<file path="config.mk">
export PLATFORM = sky130hd
export DESIGN_NAME = dodge_throw_ctrl
export DESIGN_NICKNAME = d
export VERILOG_FILES = /design/src/rtl/dodge_throw_ctrl.sv
export SDC_FILE = /design/constraint.sdc
export NUM_CORES = 1
export LEC_CHECK = 0
export ABC_AREA = 1
export BUFFER_PORTS_ARGS = -buffer_cell sky130_fd_sc_hd__buf_2
export CAP_MARGIN = 25
export CELL_PAD_IN_SITES_DETAIL_PLACEMENT = 2
export CELL_PAD_IN_SITES_GLOBAL_PLACEMENT = 2
export CORE_MARGIN = 5
export CORE_UTILIZATION = 26
export CTS_BUF_LIST = sky130_fd_sc_hd__clkbuf_16
export DETAILED_ROUTE_END_ITERATION = 12
export GPL_TIMING_DRIVEN = 0
export PLACE_DENSITY = 0.76
export SLEW_MARGIN = 20
export SYNTH_ARGS = -nofsm -noshare
export SYNTH_HDL_FRONTEND = slang
export SYNTH_SLANG_ARGS = --single-unit
</file>
<file path="constraint.sdc">
create_clock -name clk -period 12.7 [get_ports clk]
set_clock_uncertainty 0.2 [all_clocks]
set_input_delay 1.905 -clock clk [delete_from_list [all_inputs] [get_ports clk]]
set_output_delay 1.905 -clock clk [all_outputs]
set_load 0.03 [all_outputs]
</file>
<file path="src/rtl/dodge_throw_ctrl.sv">
// rtl/dodge_throw_ctrl.sv - ballistic trajectory engine driving the throw-sprite slot bus (option: THROW_SPIN_EN)
module dodge_throw_ctrl #(
    parameter int                 X_MAX    = 620,
    parameter int                 FLOOR_Y  = 448,
    parameter logic [5:0]         GRAV     = 6'd3,
    parameter logic signed [9:0]  VY_MAX   = 10'sd160,
    parameter logic [2:0]         COLOR    = 3'b001,
    parameter int                 SPIN_DIV = 4
) (
    input  logic        clk,
    input  logic        reset_n,
    input  logic        frame_start,
    input  logic        launch,
    input  logic [10:0] launch_x,
    input  logic [10:0] launch_y,
    input  logic [9:0]  launch_vx,
    input  logic [9:0]  launch_vy,
    output logic        cs,
    output logic        write,
    output logic [13:0] addr,
    output logic [31:0] wr_data,
    output logic        busy,
    output logic        landed
);

    typedef enum logic [3:0] {
        HIDE, IDLE, ARM, WAIT, UPDATE, WR_X, WR_Y, WR_CTRL, WR_SHOW
    } state_t;

    localparam logic [11:0]        X_LIM     = 12'(X_MAX);
    localparam logic [11:0]        FLOOR_LIM = 12'(FLOOR_Y);
    localparam logic signed [16:0] VY_LIM    = {{7{VY_MAX[9]}}, VY_MAX};

    state_t state, state_next;
    logic   run;
    logic   [14:0] px, py;
    logic   [9:0]  vx, vy;
    logic   first, pending, landed_q;
    logic   [1:0]  anim;

    logic signed [16:0] vy_sum, px_n, py_n;
    logic        [9:0]  vy_sat;
    logic               off_screen, on_floor, above_top, commit;

    // Physics step: all sums in 17-bit signed so out-of-range results stay visible.
    always_comb begin
        vy_sum     = $signed({{7{vy[9]}}, vy}) + $signed({11'd0, GRAV});
        vy_sat     = (vy_sum > VY_LIM) ? VY_MAX : vy_sum[9:0];
        px_n       = $signed({2'b00, px}) + $signed({{7{vx[9]}}, vx});
        py_n       = $signed({2'b00, py}) + $signed({{7{vy_sat[9]}}, vy_sat});
        off_screen = px_n[16] || (px_n[15:4] > X_LIM);
        on_floor   = !py_n[16] && (py_n[15:4] >= FLOOR_LIM);
        above_top  = py_n[16];
        commit     = (state == UPDATE) && !off_screen && !on_floor;
    end

    // run stays low through reset so the HIDE write waits for the first live cycle.
    always_ff @(posedge clk) begin
        if (!reset_n) begin
            state <= HIDE;
            run   <= 1'b0;
        end else begin
            state <= state_next;
            run   <= 1'b1;
        end
    end

    always_comb begin
        state_next = state;
        case (state)
            HIDE:    if (run) state_next = IDLE;
            IDLE:    if (launch) state_next = ARM;
            ARM:     if (frame_start) state_next = WR_X;
            WAIT:    if (frame_start || pending) state_next = UPDATE;
            UPDATE:  state_next = (off_screen || on_floor) ? HIDE : WR_X;
            WR_X:    state_next = WR_Y;
            WR_Y:    state_next = WR_CTRL;
            WR_CTRL: state_next = first ? WR_SHOW : WAIT;
            WR_SHOW: state_next = WAIT;
            default: state_next = HIDE;
        endcase
    end

    always_comb begin
        cs      = 1'b0;
        write   = 1'b0;
        addr    = 14'd0;
        wr_data = 32'd0;
        busy    = 1'b0;
        case (state)
            HIDE: if (run) begin
                cs = 1'b1; write = 1'b1; addr = 14'h2000; wr_data = 32'd1;
            end
            ARM, WAIT, UPDATE: busy = 1'b1;
            WR_X: begin
                busy = 1'b1; cs = 1'b1; write = 1'b1;
                addr = 14'h2001; wr_data = {21'd0, px[14:4]};
            end
            WR_Y: begin
                busy = 1'b1; cs = 1'b1; write = 1'b1;
                addr = 14'h2002; wr_data = {21'd0, py[14:4]};
            end
            WR_CTRL: begin
                busy = 1'b1; cs = 1'b1; write = 1'b1;
                addr = 14'h2003; wr_data = {27'd0, COLOR, anim};
            end
            WR_SHOW: begin
                busy = 1'b1; cs = 1'b1; write = 1'b1;
                addr = 14'h2000; wr_data = 32'd0;
            end
            default: ;
        endcase
    end

    assign landed = landed_q;

    always_ff @(posedge clk) begin
        if (!reset_n) begin
            px       <= '0;
            py       <= '0;
            vx       <= '0;
            vy       <= '0;
            first    <= 1'b0;
            pending  <= 1'b0;
            landed_q <= 1'b0;
        end else begin
            landed_q <= 1'b0;
            // A frame tick seen mid-sequence is remembered once and replayed from WAIT.
            if (state == WAIT)
                pending <= 1'b0;
            else if (frame_start && state != ARM)
                pending <= 1'b1;
            case (state)
                IDLE: if (launch) begin
                    px    <= {launch_x, 4'b0000};
                    py    <= {launch_y, 4'b0000};
                    vx    <= launch_vx;
                    vy    <= launch_vy;
                    first <= 1'b1;
                end
                UPDATE: begin
                    if (off_screen) begin
                        // leave the flight untouched; HIDE takes over
                    end else if (on_floor) begin
                        py       <= {FLOOR_LIM[10:0], 4'b0000};
                        landed_q <= 1'b1;
                    end else if (above_top) begin
                        px <= px_n[14:0];
                        py <= '0;
                        vy <= '0;
                    end else begin
                        px <= px_n[14:0];
                        py <= py_n[14:0];
                        vy <= vy_sat;
                    end
                end
                WR_SHOW: first <= 1'b0;
                default: ;
            endcase
        end
    end

`ifdef THROW_SPIN_EN
    logic [7:0] spin_cnt;

    always_ff @(posedge clk) begin
        if (!reset_n) begin
            anim     <= 2'd0;
            spin_cnt <= 8'd0;
        end else if (state == IDLE && launch) begin
            anim     <= 2'd0;
            spin_cnt <= 8'd0;
        end else if (commit) begin
            if (spin_cnt == 8'(SPIN_DIV - 1)) begin
                spin_cnt <= 8'd0;
                anim     <= anim + 2'd1;
            end else begin
                spin_cnt <= spin_cnt + 8'd1;
            end
        end
    end
`else
    assign anim = 2'b00;
`endif

endmodule
</file>
==> impl_metrics.csv <==
group,metric,value,unit
timing,fin_crit_sh,46.6,%
drt,first_iter_violations,166,
setup_path,cp-start-kind,"flip-flop",
setup_path,r2r_slack,6790,ps
setup_path,r2r-end,"py[2]",
timing,period_needed,5910,ps
floorplanning,die-height,150,µm
clocking,cts_buffer_depth,2,
synth,ys.flop_type,"dfxtp_1",
setup_path,cp_data_required_time,12760,ps
setup_path,cp-end-kind,"flip-flop",
global_route,grt_max_degree,12,
setup_path,cp_common_cell,"nand2_1",
clocking,clock-sinks,58,
finish,utilization,31.8,%
floorplanning,io_pins,96,
clocking,tritoncts.num_buffers,9,
synth,synth_edf_count,0,
floorplanning,row_count,51,
finish,fin_nets,1024,
synth,synth_area_leader_cell,"dfxtp_1",
drt,drc,0,
drt,drt_first_pass_iters,4,
timing,tns,0,ps
timing,worst_pin_slew,824,ps
clocking,cts-resized-gates,0,
placed_design,post-dp-hpwl,16600,µm
clocking,post-cts-setup-buffers,0,
drt,vias_per_cell,4.67,
power_and_ir_drop,ir_worst_vdd,0.0841,mV
global_route,antenna_found_initial,0,
min_path,min_path_cells,2,
status,status,"finished clean",
drt,wl,20400,µm
global_route,overflow,0,
synth,netlist_instances,843,
setup_path,r2r-start,"vy[0]",
clocking,hold_buffers,0,
finish,num_antenna_cells,0,
timing,slew_headroom,45.1,%
setup_path,r2r_cells,33,
power_and_ir_drop,powerDensity,231,nW/µm²
synth,ys_types,41,
clocking,clk_latency,340,ps
power_and_ir_drop,p_leak,3.27,nW
clocking,clk_pin_slew,60,ps
timing,hold_viol_final,0,
min_path,hp-start,"vx[4]",
synth,synth_area_leaders,"dfxtp_1 23%, nand2_1 17%, inv_1 8.3%",
clocking,htreeDepth,3,
finish,nFillCells,2475,
drt,ant_nets,0,
timing,rsz0062_at_grt,"no",
synth,synth.most_common_cell,"nand2_1",
synth,syn-cell-area,5070,µm²
floorplanning,die_area,22400,µm²
setup_path,crit_path_max_incr_delay,500,ps
global_route,grt_pass1_wl,32600,µm
synth,ys_top_cells_by_count,"226 x nand2_1, 112 x inv_1, 112 x nor2_1, 67 x nand3_1, 58 x dfxtp_1",
power_and_ir_drop,power,1.42,mW
synth,seq_area_frac_synth,22.9,%
synth,synth.ff_latch_count,58,
floorplanning,coreArea,19300,µm²
finish,drive_above_1_share,14.6,%
drt,via_count,5692,
synth,synth_area_per_cell,6.01,µm²
placed_design,portBuffers,63,
setup_path,arrival,5980,ps
global_route,grt_pass1_vias,6105,
min_path,hold_path_class,"flip-flop to flip-flop",
floorplanning,dieWidth,150,µm
clocking,cts_tree,"done",
floorplanning,start_util,26.2,%
min_path,holdPathEnd,"vx[4]",
setup_path,critPathKind,"flip-flop to flip-flop",
setup_path,cp_max_fo,10,
finish,syn_to_final_growth,21.3,%
timing,final_max_slew_viol_count,0,
placed_design,gp_congestion,0.844,
global_route,grt_use_total,18.7,%
flow_run,maxCapViolCount,0,
setup_path,worst_path_max_delay_cell,"clkbuf_1",
timing,whs,274,ps
clocking,root_buffer,"clkbuf_16",
timing,max_freq,0.169,GHz
synth,ys_warn_count,0,
synth,async_flop_share,0,%
synth,netlist.area_leader.share,22.9,%
drt,wl_per_cell,16.8,µm
timing,setup_viol_count_final,0,
[where the power goes]
part / switching [mW] / internal, mW
Sequential: 0.0705 / 0.247
Clock: 0.0967 / 0.171
Combinational: 0.560 / 0.274
[per-layer routing]
metal / routed length [µm] / global-route usage [%]
met5: 0 / 0
met3: 564 / 2.73
met2: 10100 / 32.6
met1: 9470 / 24.4
met4: 317 / 4.67
[sequential cells by signal (all words and copies together), names as in the netlist, 4 cells and up]
register,cells
px,15
vy,10
state,4
vx,10
py,15
[cell families after synthesis]
logic type	Yosys count	share of synthesized area [%]
xor+xnor	20	3.46
compound gates	118	12.8
other cells	1	0.0740
fa+ha+maj	30	7.70
buf+inv	172	16.1
flops	58	22.9
simple gates	444	37.0
[how the worst max path moves through the flow]
stage / to / startpoint
floorplan: py[2] / vy[0]
global placement: py[2] / vy[0]
detailed placement: py[2] / vy[0]
CTS: py[2] / vy[0]
global route: py[2] / vy[0]
finish: py[2] / vy[0]
[area by class of cell]
type	count	area, µm²	area share, %
Timing Repair Buffer	63	315	5.13
Tap cell	265	332	5.39
Sequential cell	58	1160	18.9
Inverter	114	428	6.96
Multi-Input combinational cell	644	3210	52.1
Clock buffer	9	225	3.66
Clock inverter	7	93.8	1.53
Buffer	58	389	6.32
[through the flow]
stage               cells  cell area, µm²  setup WS, ps
finish               1218            6150          6790
global route         1218            6150          6240
CTS                  1218            6150          6740
detailed placement   1202            5830          6810
global placement     1202            5830          6940
floorplan             874            5190          8180
[placed cells by master (no fill, tap or decap), types with 4 or more instances in the layout]
master,n
nor2_1,112
buf_4,34
conb_1,32
buf_6,5
nand4_1,5
ha_1,28
nand2_1,226
a21oi_1,55
a31oi_1,4
o21ai_0,40
buf_2,68
nand3b_1,10
xor2_1,13
nor2_2,5
clkbuf_1,12
dfxtp_1,58
clkbuf_16,9
inv_1,112
nor3_1,7
nand3_1,67
xnor2_1,7
[critical path: cells and delay by family (launching register included)]
kind                       cells  cell delay [ps]
and+or+nand+nor               19             2120
adders and majority gates      4             1240
buffers and inverters          4              900
AOI/OAI and AO/OA              5              740
DFF                            1              460
xor gates and xnor gates       1              160
Power figures use the tool's default switching activity.
